<file path="src/rtl/spi_slave_rx.sv">
// spi_slave_rx: SPI slave oversampled in the clk domain, all four modes, WIDTH-bit words.
// Define SPI_SLAVE_FRAME_ERR_EN to add the frame_err and tx_underrun pulse outputs.
module spi_slave_rx #(
    parameter int unsigned MODE        = 0,
    parameter int unsigned WIDTH       = 8,
    parameter int unsigned MSB_FIRST   = 1,
    parameter int unsigned SYNC_STAGES = 2
) (
    input  logic             clk,
    input  logic             rst_n,
    input  logic             sclk,
    input  logic             cs_n,
    input  logic             mosi,
    output logic             miso,
    input  logic [WIDTH-1:0] tx_data,
    input  logic             tx_load,
    output logic             tx_ready,
    output logic [WIDTH-1:0] rx_data,
    output logic             rx_valid,
    output logic             busy
`ifdef SPI_SLAVE_FRAME_ERR_EN
    ,
    output logic             frame_err,
    output logic             tx_underrun
`endif
);

    localparam int unsigned      CNT_W = (WIDTH > 2) ? $clog2(WIDTH) : 1;
    localparam logic             CPOL  = ((MODE >> 1) & 1) != 0;
    localparam logic             CPHA  = (MODE & 1) != 0;
    localparam logic [CNT_W-1:0] LAST  = CNT_W'(WIDTH - 1);

    typedef enum logic {
        IDLE,
        ACTIVE
    } state_t;

    logic [SYNC_STAGES-1:0] sclk_sync_q;
    logic [SYNC_STAGES-1:0] cs_sync_q;
    logic [SYNC_STAGES-1:0] mosi_sync_q;
    logic                   sclk_prev_q;
    logic                   cs_prev_q;

    state_t             state_q;
    logic               busy_q;
    logic               miso_q;
    logic [WIDTH-1:0]   rx_data_q;
    logic               rx_valid_q;
    logic [WIDTH-1:0]   rx_shift_q;
    logic [WIDTH-1:0]   tx_shift_q;
    logic [CNT_W-1:0]   bit_cnt_q;
    logic               first_q;
    logic [WIDTH-1:0]   tx_buf_q;
    logic               tx_pend_q;
    logic               ld_hold_q;
    logic [WIDTH-1:0]   ld_data_q;
`ifdef SPI_SLAVE_FRAME_ERR_EN
    logic               frame_err_q;
    logic               tx_underrun_q;
`endif

    logic               sclk_s;
    logic               cs_s;
    logic               mosi_s;
    logic               lead_edge;
    logic               trail_edge;
    logic               cs_fall;
    logic               cs_rise;
    logic               do_sample_d;
    logic               do_shift_d;
    logic               reload_d;
    logic               tx_load_ok;
    logic [WIDTH-1:0]   word_src_d;
    logic [WIDTH-1:0]   tx_src_d;
    logic               tx_bit_d;
    logic [WIDTH-1:0]   tx_rest_d;
    logic [WIDTH-1:0]   rx_next_d;
    logic [CNT_W-1:0]   cnt_next_d;

    always_ff @(posedge clk or negedge rst_n) begin
        if (!rst_n) begin
            sclk_sync_q <= {SYNC_STAGES{CPOL}};
            cs_sync_q   <= '1;
            mosi_sync_q <= '0;
            sclk_prev_q <= CPOL;
            cs_prev_q   <= 1'b1;
        end else begin
            sclk_sync_q <= {sclk_sync_q[SYNC_STAGES-2:0], sclk};
            cs_sync_q   <= {cs_sync_q[SYNC_STAGES-2:0], cs_n};
            mosi_sync_q <= {mosi_sync_q[SYNC_STAGES-2:0], mosi};
            sclk_prev_q <= sclk_sync_q[SYNC_STAGES-1];
            cs_prev_q   <= cs_sync_q[SYNC_STAGES-1];
        end
    end

    assign sclk_s = sclk_sync_q[SYNC_STAGES-1];
    assign cs_s   = cs_sync_q[SYNC_STAGES-1];
    assign mosi_s = mosi_sync_q[SYNC_STAGES-1];

    always_comb begin
        lead_edge   = (sclk_prev_q == CPOL) && (sclk_s != CPOL);
        trail_edge  = (sclk_prev_q != CPOL) && (sclk_s == CPOL);
        cs_fall     = cs_prev_q && !cs_s;
        cs_rise     = !cs_prev_q && cs_s;
        do_sample_d = (state_q == ACTIVE) && (CPHA ? trail_edge : lead_edge);
        // A shift edge racing the deselect is dropped so miso returns to 0.
        do_shift_d  = (state_q == ACTIVE) && (CPHA ? lead_edge : trail_edge) && !cs_rise;
        reload_d    = ((state_q == IDLE) && cs_fall) ||
                      (do_shift_d && (bit_cnt_q == '0) && !first_q);
        tx_load_ok  = tx_load && tx_ready;
        word_src_d  = tx_pend_q ? tx_buf_q : '0;
        tx_src_d    = reload_d ? word_src_d : tx_shift_q;
        if (MSB_FIRST != 0) begin
            tx_bit_d  = tx_src_d[WIDTH-1];
            tx_rest_d = {tx_src_d[WIDTH-2:0], 1'b0};
            rx_next_d = {rx_shift_q[WIDTH-2:0], mosi_s};
        end else begin
            tx_bit_d  = tx_src_d[0];
            tx_rest_d = {1'b0, tx_src_d[WIDTH-1:1]};
            rx_next_d = {mosi_s, rx_shift_q[WIDTH-1:1]};
        end
        cnt_next_d  = (bit_cnt_q == LAST) ? '0 : bit_cnt_q + CNT_W'(1);
    end

    always_ff @(posedge clk or negedge rst_n) begin
        if (!rst_n) begin
            state_q       <= IDLE;
            busy_q        <= 1'b0;
            miso_q        <= 1'b0;
            rx_data_q     <= '0;
            rx_valid_q    <= 1'b0;
            rx_shift_q    <= '0;
            tx_shift_q    <= '0;
            bit_cnt_q     <= '0;
            first_q       <= 1'b0;
            tx_buf_q      <= '0;
            tx_pend_q     <= 1'b0;
            ld_hold_q     <= 1'b0;
            ld_data_q     <= '0;
`ifdef SPI_SLAVE_FRAME_ERR_EN
            frame_err_q   <= 1'b0;
            tx_underrun_q <= 1'b0;
`endif
        end else begin
            rx_valid_q <= 1'b0;
`ifdef SPI_SLAVE_FRAME_ERR_EN
            frame_err_q   <= 1'b0;
            tx_underrun_q <= reload_d && !tx_pend_q && (state_q == ACTIVE);
`endif
            if (reload_d) begin
                tx_pend_q <= 1'b0;
            end
            // A load that collides with a reload is parked one clk so the reload sees the old buffer.
            if (ld_hold_q) begin
                tx_buf_q  <= ld_data_q;
                tx_pend_q <= 1'b1;
                ld_hold_q <= 1'b0;
            end else if (tx_load_ok) begin
                if (reload_d) begin
                    ld_hold_q <= 1'b1;
                    ld_data_q <= tx_data;
                end else begin
                    tx_buf_q  <= tx_data;
                    tx_pend_q <= 1'b1;
                end
            end

            case (state_q)
                IDLE: begin
                    miso_q <= 1'b0;
                    if (cs_fall) begin
                        state_q   <= ACTIVE;
                        busy_q    <= 1'b1;
                        bit_cnt_q <= '0;
                        first_q   <= CPHA;
                        if (CPHA) begin
                            tx_shift_q <= tx_src_d;
                        end else begin
                            miso_q     <= tx_bit_d;
                            tx_shift_q <= tx_rest_d;
                        end
                    end
                end
                ACTIVE: begin
                    if (do_sample_d) begin
                        rx_shift_q <= rx_next_d;
                        bit_cnt_q  <= cnt_next_d;
                        if (bit_cnt_q == LAST) begin
                            rx_data_q  <= rx_next_d;
                            rx_valid_q <= 1'b1;
                        end
                    end
                    if (do_shift_d) begin
                        miso_q     <= tx_bit_d;
                        tx_shift_q <= tx_rest_d;
                        first_q    <= 1'b0;
                    end
                    if (cs_rise) begin
                        state_q   <= IDLE;
                        busy_q    <= 1'b0;
                        miso_q    <= 1'b0;
                        bit_cnt_q <= '0;
                        first_q   <= 1'b0;
`ifdef SPI_SLAVE_FRAME_ERR_EN
                        frame_err_q <= (do_sample_d ? cnt_next_d : bit_cnt_q) != '0;
`endif
                    end
                end
            endcase
        end
    end

    assign miso     = miso_q;
    assign tx_ready = !tx_pend_q && !ld_hold_q;
    assign rx_data  = rx_data_q;
    assign rx_valid = rx_valid_q;
    assign busy     = busy_q;
`ifdef SPI_SLAVE_FRAME_ERR_EN
    assign frame_err   = frame_err_q;
    assign tx_underrun = tx_underrun_q;
`endif

endmodule
</file>
<file path="config.mk">
export PLATFORM = sky130hd
export DESIGN_NAME = spi_slave_rx
export DESIGN_NICKNAME = d
export VERILOG_FILES = /design/src/rtl/spi_slave_rx.sv
export SDC_FILE = /design/constraint.sdc
export NUM_CORES = 1
export LEC_CHECK = 0
export BUFFER_PORTS_ARGS = -buffer_cell sky130_fd_sc_hd__clkbuf_2
export CORE_MARGIN = 2
export CORE_UTILIZATION = 55
export DETAILED_ROUTE_END_ITERATION = 12
export HOLD_SLACK_MARGIN = 0.03
export PLACE_DENSITY = 0.76
export SLEW_MARGIN = 20
export SYNTH_ARGS = -nofsm -noshare
export SYNTH_HDL_FRONTEND = slang
export SYNTH_SLANG_ARGS = --single-unit
</file>
<file path="constraint.sdc">
create_clock -name clk -period 2.6 [get_ports clk]
set_input_delay 0.52 -clock clk [delete_from_list [all_inputs] [get_ports clk]]
set_output_delay 0.52 -clock clk [all_outputs]
set_load 0.01 [all_outputs]
</file>
# After elaboration in Yosys (flattened, before gate mapping)
# Cells that the tools add are included.
word_totals:
  output_inout_bits: 12
  word_cells: 96
  ff_bits: 57
classes:
  bitwise: 4
  eq_ne: 7
  add_sub_neg: 1
  muxes: 37
  n_reduce_logical: 29
op_table:
  columns: ["op", "count"]
  rows:
  - ["$mux 8", 7]
  - ["$mux 1", 20]
  - ["$pmux 8 s2", 1]
  - ["$logic_and 1x1->1", 12]
  - ["$mux 3", 4]
  - ["$reduce_and 2->1", 6]
  - ["$pmux 1 s2", 4]
  - ["$logic_not 1->1", 6]
  - ["$ne 3x1->1 const B", 2]
  - ["$pmux 3 s2", 1]
  - ["$reduce_and 3->1", 2]
  - ["$ne 2x1->1 const B", 2]
  - ["$ne 2x2->1 const B", 2]
  - ["$not 1->1", 4]
  - ["$add 3x1->3 const B", 1]
  - ["$eq 3x3->1 const B", 1]
  - ["$logic_not 3->1", 1]
  - ["$reduce_bool 2->1", 1]
  - ["$logic_or 1x1->1", 1]

# Logic depth before layout (Yosys ltp)
# Gate-level depths: netlist (run 1).
logic_depth:
  ltp_word: 11
  mapped_depth: 8
  ltp_nobuf: 6

# Worst setup path after synthesis (run 1)
# Ideal clock, no wire load.
synth_timing:
  path_kind: "reg2reg"
  from: "reg cs_prev_q"
  to: "reg ld_data_q[0]"
  arrival_ns: 1.825
  path_slack_ns: 0.650
  synth_period_minus_slack_ns: 1.950
  path_stages_with_launch: 6
  path_buffers: 1
  setup_time_ns: 0.125
  path_cell_list: "dfstp_2 > or3b_4 > and2_1 > buf_6 > nor3_4 > mux2_2"
synth_between:
  elab_chain_len: 8
synth_lines:
  columns: ["element", "line", "text"]
  rows:
  - ["from (decl)", "42", "logic cs_prev_q;"]
  - ["from (signal assigned)", "92", "cs_prev_q <= cs_sync_q[SYNC_STAGES-1];"]
  - ["$logic_not 1->1", "104", "cs_rise = !cs_prev_q && cs_s;"]
  - ["$logic_and 1x1->1", "104", null]
  - ["$logic_not 1->1", "107", "do_shift_d = (state_q == ACTIVE) && (CPHA ? lead_edge : trail_edge) && !cs_rise;"]
  - ["$logic_and 1x1->1", "107", null]
  - ["$logic_and 1x1->1 (2 in series)", "109", "(do_shift_d && (bit_cnt_q == '0) && !first_q);"]
  - ["$logic_or 1x1->1 *", "108", "reload_d = ((state_q == IDLE) && cs_fall) ||"]
  - ["$reduce_and 3->1 (no line) *", null, null]
  - ["to (signal assigned)", "161", "ld_data_q <= tx_data;"]
  - ["to (decl)", "56", "logic [WIDTH-1:0] ld_data_q;"]
# Mark *: on every way between the ends. The rest lies on a longest branch, timed or not.
# A chain may end at the register's enable or synchronous reset.

# Final worst setup path (run 1)
layout_timing:
  from: "reg cs_prev_q"
  to: "reg ld_data_q[4]"
# Same word-level chain as after synthesis.

==> results of run 1 <==
power groups by stage:
stage,clock [mW],combinational (mW),sequential [mW]
6_report,0.481,0.435,1.22
5_1_grt,0.534,0.499,1.25
4_1_cts,0.495,0.443,1.22
3_5_place_dp,0,0.442,1.24
3_3_place_gp,0,0.425,1.23
2_1_floorplan,0,0.357,1.19
layer usage:
metal	part of all wire [%]	vias up	wire length [microns]
met5	0	-	0
met4	1.8	0	65
met3	3.7	7	137
met2	47	20	1730
met1	48	690	1770
li1	-	718	-
cell usage after synthesis:
cell and n:
nor3b_1 2, nand2b_1 3, nor2_1 4, nor2b_1 1, o31ai_1 1, mux2_1 1, ha_1 3, or3b_4 1
and2_1 1, dfstp_2 3, clkbuf_1 6, o22ai_1 2, a31oi_2 1, o32ai_1 1, a21oi_1 19, nor3_1 1
dfrtp_1 52, a41oi_2 1, nor3_4 1, buf_6 1, nand4bb_1 1, mux2_2 31, a31oi_1 1, clkinv_1 1
o21ai_0 8, nand3b_1 1, nand2_1 40, inv_1 7
cell families after synthesis:
group	synth area share (%)
and+or+nand+nor	11.4
DFF	59.9
AOI/OAI and AO/OA	8.64
muxes	15.6
buffers and inverters	2.77
adders and majority gates	1.63
worst max-delay path: cells and delay by family (launching register included):
kind,cells,cell delay [ns]
simple gates,3,1.14
flops,1,0.57
mux,1,0.39
through the flow:
| step | hold slack [ns] | cells | total power [mW] |
|---|---|---|---|
| finish | 0.284 | 274 | 2.14 |
| global route | 0.276 | 274 | 2.28 |
| detailed placement | 0.341 | 266 | 1.68 |
| CTS | 0.278 | 274 | 2.16 |
| global placement | 0.336 | 266 | 1.65 |
| floorplan | 0.224 | 195 | 1.55 |
area by class of cell:
| class | count | area (sq um) |
|---|---|---|
| clock buffers | 5 | 68.8 |
| clock inverters | 3 | 25.0 |
| fillers | 336 | 1460 |
| inverters | 8 | 30.0 |
| multi-input cells | 125 | 860 |
| flip-flops and latches | 55 | 1380 |
| well taps | 50 | 62.6 |
| repair buffers | 28 | 148 |
state kept, by name, indices dropped and copies added (netlist names), 2 cells and up:
| register | count |
|---|---|
| cs_sync_q | 2 |
| tx_buf_q | 8 |
| tx_shift_q | 7 |
| mosi_sync_q | 2 |
| sclk_sync_q | 2 |
| ld_data_q | 8 |
| bit_cnt_q | 3 |
| rx_shift_q | 7 |
| rx_data | 8 |
worst paths after layout:
path,start,to,slack (ns),depth (start not counted)
min in group asynchronous,rst_n,rx_data[4]$_DFFE_PN0P_,0.31,2
setup / recovery,cs_prev_q$_DFF_PN1_,ld_data_q[4]$_DFFE_PN0P_,0.39,4
hold / removal,cs_n,cs_sync_q[0]$_DFF_PN1_,0.28,1
setup reg to reg,cs_prev_q$_DFF_PN1_,ld_data_q[4]$_DFFE_PN0P_,0.39,4
max in group asynchronous,rst_n,rx_data[6]$_DFFE_PN0P_,1.84,2
hold reg to reg,mosi_sync_q[0]$_DFF_PN0_,mosi_sync_q[1]$_DFF_PN0_,0.36,0
==> metrics, run 1 <==
outcome=finished, final reports clean; # hold bufs at CTS=0; global route hottest layer=met2; Finished Cell Area=0.00257 sq mm; initial antenna violation count=0; Post-CTS Setup Repair Bufs=0; die area=0.00472 sq mm; clk root buf=clkbuf_8; clk_skew=0.0139 ns; Max VDD drop=0.000504 V; Crit Path Max Fanout=12; vias in the first global route=1416; CTS Buffer Depth=2; Num CTS Buffers=5; slowest CP cell=dfstp_2; Least-Margin Pin Slew=0.664 ns; most common cell after layout, fill and taps aside=dfrtp_1; FF+latch count, synth=55; syn nets=212; nets=240; setup TNS=0 ns; largest area contributor in the netlist=dfrtp_1; routed vias/inst=5.24; combinational share of power=20.4%; Startpoint Class=flip-flop; dpl ws=0.391 ns; post-synth cell types=28; RSZ-0062 raised after global routing=no; Synth top area share=56.5%; total congestion overflow=0; CTS Sinks=55; # IOs=26; CTS resizes=0; die width=68.7 microns; Ant. Diodes=0; Synth warnings=0; period utilisation layout=84.8%; Post-Syn Instances=195; met3 usage=6.33%; WL/cell=13.5 microns; WS Path Type=flip-flop to flip-flop; Switching Power=0.634 mW; synth-to-layout area growth=11.7%; Buffers on Ports=25; required time worst endpoint=2.80 ns; Vias=1435; sequential share of the synthesized area=59.9%; share of layout cells above drive strength 1=33.0%; post-layout util=63.9%; worst min-delay path class=primary input to flip-flop; Die Ht=68.7 microns; pin count of the biggest net entering global routing=56; final setup margin=0.394 ns; achievable clock frequency=453 MHz; Post-Route WL=3.70 mm; Final ANT Viol Nets=0; final setup fails=0; Core Region=0.00403 sq mm; slew margin rel.=55.7%; Hold Vio Cnt, Final=0; M2 GR Usage=28.6%; PD cells=830 mW/mm^2; first-pass GRT wire length=6.35 mm; post-DP HPWL=2.58 mm; H-tree Lvls=2; commonest cells after routing, fill and taps aside=dfrtp_1, nand2_1, mux2_2, clkbuf_2, a21oi_1; Worst-Skew Late Latency=0.32 ns; FP Rows=23; syn avg cell area=11.8 sq um; GP Congestion=0.827; Clock Power Share=22.5%; crit end category=flip-flop; synth top area cells=dfrtp_1, mux2_2, nand2_1; Reg power frac=57.1%; dpl cell area=0.00248 sq mm; clk slew on worst S/H paths=0.10 ns; met1 usage=25.1%; arrival time at the worst endpoint=2.41 ns; gr usage total=18.8%; Leak=1.27 nW; Synth Cell Area=0.00230 sq mm; Starting Density=57.2%; CP Cell Sequence=or3b_4 > and2_1 > nor3_4 > mux2_2; drt first pass iters=2; fin. max-slew vios=0; DR iter-0 viols=75; P_int=1.50 mW; maxcap violations=0; final worst path period need=2.21 ns; DRC=0; switch share=29.7%; CTS tree=built; slowest stage delay, CP=0.57 ns
No activity file was read; power rests on OpenSTA's default activity.
==> run 2: changes to the inputs <==
Settings changed: CORE_UTILIZATION 55 to 51, PLACE_DENSITY 0.76 to 0.74.
Clock period 2.6 ns to 1.9 ns, I/O delays scaled along.
==> run 2 against run 1 <==
Routed wire length grew 3.9%; total power grew 43%; clock-buffer cell count is the same; design area grew 6.4%; global-route usage shrank 1.7 points; sequential power grew 38%; final cell count grew 5.8%; largest cell class unchanged.
==> metrics, run 2 (synthesis results as in run 1) <==
H-tree Lvls=2; final worst path period need=1.89 ns; Post-Route WL=3.85 mm; clk_skew=0.00674 ns; Die Ht=71.2 microns; DRC=0; Vias=1512; R2R depth=5; slowest CP cell=dfstp_2; CTS Sinks=55; slowest stage delay, CP=0.54 ns; DR iter-0 viols=131; clk root buf=clkbuf_8; nets=254; # hold bufs at CTS=0; arrival time at the worst endpoint=2.09 ns; CP Cell Sequence=or3b_4 > and2_4 > nor3_4 > buf_6 > mux2_4; vias in the first global route=1475; first-pass GRT wire length=6.73 mm; slew margin rel.=74.6%; achievable clock frequency=528 MHz; FP Rows=24; Core Region=0.00435 sq mm; period utilisation layout=99.6%; WS Path Type=flip-flop to flip-flop; Crit Path Max Fanout=5; CTS Buffer Depth=2; Hold Vio Cnt, Final=0; Starting Density=52.9%; die area=0.00507 sq mm; most common cell after layout, fill and taps aside=dfrtp_1; CP startpoint=cs_prev_q$_DFF_PN1_; required time worst endpoint=2.09 ns; total power=3.05 mW; synth-to-layout area growth=18.9%; initial antenna violation count=0; gr usage total=17.1%; Num CTS Buffers=5; crit end category=flip-flop; worst min-delay path class=primary input to async pin; fin. max-slew vios=0; Max VDD drop=0.000704 V; Buffers on Ports=25; clk slew on worst S/H paths=0.10 ns; Startpoint Class=flip-flop; RSZ-0062 raised after global routing=yes; Leak=1.36 nW; dpl ws=0.0264 ns; maxcap violations=0; Final ANT Viol Nets=0; drt first pass iters=4; final setup fails=0; Fill cells=339; # IOs=26; pin count of the biggest net entering global routing=56; Ant. Diodes=0; total congestion overflow=0; share of layout cells above drive strength 1=37.8%; CTS tree=built; RR Startpoint=cs_prev_q$_DFF_PN1_; setup TNS=0 ns; Worst-Skew Late Latency=0.31 ns; Finished Cell Area=0.00274 sq mm; commonest cells after routing, fill and taps aside=dfrtp_1, nand2_1, clkbuf_2, mux2_2, a21oi_1; WL/cell=13.3 microns; dpl cell area=0.00258 sq mm; PD cells=1110 mW/mm^2; Least-Margin Pin Slew=0.380 ns; post-DP HPWL=2.68 mm; outcome=finished, final reports clean; die width=71.2 microns; GP Congestion=0.801; final setup margin=0.00727 ns; routed vias/inst=5.21
==> run 2: changes by cell type in the layout (fill, tap and decap cells not counted), sizes merged <==
cell / change
buf: +14
clkinv: +1
clkinvlp: -1
==> run 2: final timing paths <==
| path | endpoint | slack [ns] |
|---|---|---|
| min in group clk | cs_sync_q[0]$_DFF_PN1_ | 0.15 |
| worst max register to register | ld_data_q[5]$_DFFE_PN0P_ | 0.007 |
| worst max-delay path | ld_data_q[5]$_DFFE_PN0P_ | 0.007 |
| worst min-delay path | rx_data[1]$_DFFE_PN0P_ | 0.05 |
| worst min register to register | sclk_sync_q[1]$_DFF_PN0_ | 0.36 |
| max in group asynchronous | cs_sync_q[1]$_DFF_PN1_ | 1.57 |
==> run 2: through the flow <==
stage | cells | hold WS, ns | util, %
after floorplan | 195 | 0.0844 | -
after global placement | 280 | 0.332 | 59.4
after detailed placement | 280 | 0.338 | 59.4
after CTS | 288 | 0.0554 | 61.6
after global routing | 290 | 0.0547 | 62.9
final | 290 | 0.0483 | 62.9
==> run 2: worst max-delay path: cells and delay by family, from the launching register on <==
kind,cells,cell delay (ns)
buffers and inverters,1,0.16
multiplexers,1,0.30
flip-flops,1,0.54
AND/OR/NAND/NOR,3,0.79
==> run 2: final cells by class <==
class	count	area, sq um	area share [%]
Inverter	8	30.0	1.10
Clock inverter	3	26.3	0.959
Clock buffer	5	68.8	2.51
Timing Repair Buffer	42	277	10.1
Multi-Input combinational cell	125	892	32.6
Tap cell	52	65.1	2.38
Sequential cell	55	1380	50.4
==> run 2: what timing repair did <==
item,CTS,global route
endpoints found under the setup margin,1,14
resized for setup,0,12
pin swaps,0,1
buffers inserted,0,2
endpoints found under the hold margin,0,0
==> run 2: routing by layer <==
layer	vias up	track usage, %	share of wire (%)
met5	-	0	0
met1	727	25.1	49
met4	0	6.29	1.2
li1	748	-	-
met2	32	24.2	46
met3	5	5.13	3.9
==> run 2: where the power goes <==
group | internal [mW] | switching [mW] | total (mW)
registers | 1.48 | 0.193 | 1.68
clock network | 0.272 | 0.383 | 0.655
logic | 0.401 | 0.318 | 0.719
total | 2.16 | 0.895 | 3.05
==> run 3: changes to the inputs <==
==> constraint.sdc (replaced) <==
create_clock -name clk -period 1.9 [get_ports clk]
set_input_delay 0.095 -clock clk [delete_from_list [all_inputs] [get_ports clk]]
set_output_delay 0.095 -clock clk [all_outputs]
set_load 0.01 [all_outputs]
==> run 3 against run 2 <==
Fmax rose by 1.0%; critical path depth did not move; non-clock buffer count rose by 6; worst hold slack got worse by 0.010 ns; sequential share of layout area fell by 0.43 points; clock skew barely moved; die area did not move; sequential cell count did not move; combinational power fell by 2.9%; total power fell by 2.2%; register-to-register slack improved by 0.02 ns; critical endpoint is now tx_buf_q[5]$_DFFE_PN0P_.
==> metrics, run 3 (synthesis results as in run 1) <==
Buffers on Ports=25; Worst-Skew Late Latency=0.30 ns; Leak=1.38 nW; WS Path Type=flip-flop to flip-flop; Least-Margin Pin Slew=0.592 ns; CP startpoint=cs_prev_q$_DFF_PN1_; required time worst endpoint=2.09 ns; Core Region=0.00435 sq mm; commonest cells after routing, fill and taps aside=dfrtp_1, nand2_1, mux2_2, clkbuf_2, a21oi_1; die width=71.2 microns; share of layout cells above drive strength 1=36.9%; most common cell after layout, fill and taps aside=dfrtp_1; total congestion overflow=0; Stages on worst setup path=5; DRC=0; drt first pass iters=4; fin. max-slew vios=0; outcome=finished, final reports clean; clk root buf=clkbuf_8; CTS Buffer Depth=2; setup TNS=0 ns; Reg2Reg Capture Point=tx_buf_q[5]$_DFFE_PN0P_; slew margin rel.=60.5%; Vias=1542; slowest stage delay, CP=0.54 ns; Worst Min Path Start=tx_data[4]; area of the multi-input gates=870 sq um; clk slew on worst S/H paths=0.09 ns; GP Congestion=0.798; Fill cells=337; first-pass GRT wire length=6.87 mm; Hold Vio Cnt, Final=0; final setup fails=0; WL/cell=13.5 microns; Num CTS Buffers=5; RSZ-0062 raised after global routing=yes; die area=0.00507 sq mm; gr usage total=17.4%; post-DP HPWL=2.77 mm; Post-Route WL=3.99 mm; initial antenna violation count=0; Ant. Diodes=0; Max VDD drop=0.000538 V; clk_skew=0.00657 ns; nets=260; Startpoint Class=flip-flop; slowest CP cell=dfstp_2; vias in the first global route=1430; H-tree Lvls=2; Starting Density=52.9%; Worst Path Buf+Inv=2; maxcap violations=0; internal reg-to-reg setup slack=0.03 ns; Final ANT Viol Nets=0; crit end category=flip-flop; Die Ht=71.2 microns; placed cells=280; CTS Sinks=55; worst min-delay path class=primary input to flip-flop; count of non-filler cells in the finished layout=296; RR Startpoint=cs_prev_q$_DFF_PN1_; routed vias/inst=5.21; final worst path period need=1.87 ns; CP Cell Sequence=or3b_4 > buf_4 > a41oi_2 > buf_6 > mux2_2; FP Rows=24; Crit Path Max Fanout=8; crit-path leading delay family=flip-flops; period utilisation layout=98.6%; CTS tree=built; # IOs=26; Critical Path End=tx_buf_q[5]$_DFFE_PN0P_; synth-to-layout area growth=19.9%; PD cells=1080 mW/mm^2; arrival time at the worst endpoint=2.07 ns; R2R depth=5; register area=0.00138 sq mm; achievable clock frequency=534 MHz; pin count of the biggest net entering global routing=34; DR iter-0 viols=149
## run 3: cell count changes in the layout (fill, tap and decap cells not counted), sizes merged
cell         change
buf              +1
inv              -2
clkinv           +2
dlygate4sd3      +5
## run 3: routing by layer
metal,vias up,wire (microns),GRT usage (%)
met5,-,0,0
met4,0,47,5.03
met3,4,101,3.85
met2,29,1880,24.0
met1,735,1960,27.9
li1,774,-,-
## run 3: worst min-delay path by stage
stage | endpoint | slack (ns) | cells after the start
after global routing | ld_data_q[6]$_DFFE_PN0P_ | 0.04 | 2
after CTS | ld_data_q[5]$_DFFE_PN0P_ | 0.03 | 2
after detailed placement | rx_data[3]$_DFFE_PN0P_ | 0.13 | 1
after floorplan | bit_cnt_q[0]$_DFFE_PN0P_ | -0.20 | 0
final | ld_data_q[4]$_DFFE_PN0P_ | 0.04 | 2
after global placement | rx_data[2]$_DFFE_PN0P_ | 0.12 | 1
## run 3: what timing repair did
action | CTS | global route
gates resized for setup | 0 | 6
buffers inserted | 0 | 3
hold buffers | 4 | 1
endpoints found under the setup margin | 0 | 16
hold endpoints to repair | 25 | 1
## run 3: final cells by class
class	count	area share [%]
Clock buffer	5	2.49
Clock inverter	3	0.543
Inverter	8	1.09
Multi-Input combinational cell	125	31.5
Sequential cell	55	50.0
Tap cell	52	2.36
Timing Repair Buffer	48	12.1
## run 3: power breakdown
part	switching [mW]	internal [mW]	leakage, nW
clock network	0.359	0.253	0.0477
logic	0.323	0.375	0.632
registers	0.188	1.48	0.698
total	0.870	2.11	1.38
## run 3: per-stage QoR
step                      utilization, %  setup slack [ns]  power, mW  hold slack, ns  cell area, sq um
after floorplan                        -           -0.0499       2.12          -0.201              2300
after global placement              59.4            0.0561       2.31           0.118              2580
after detailed placement            59.4            0.0420       2.36           0.133              2580
after CTS                           62.2            0.0200       2.97          0.0302              2710
after global routing                63.4           -0.0307       3.19          0.0367              2760
final                               63.4            0.0266       2.98          0.0380              2760
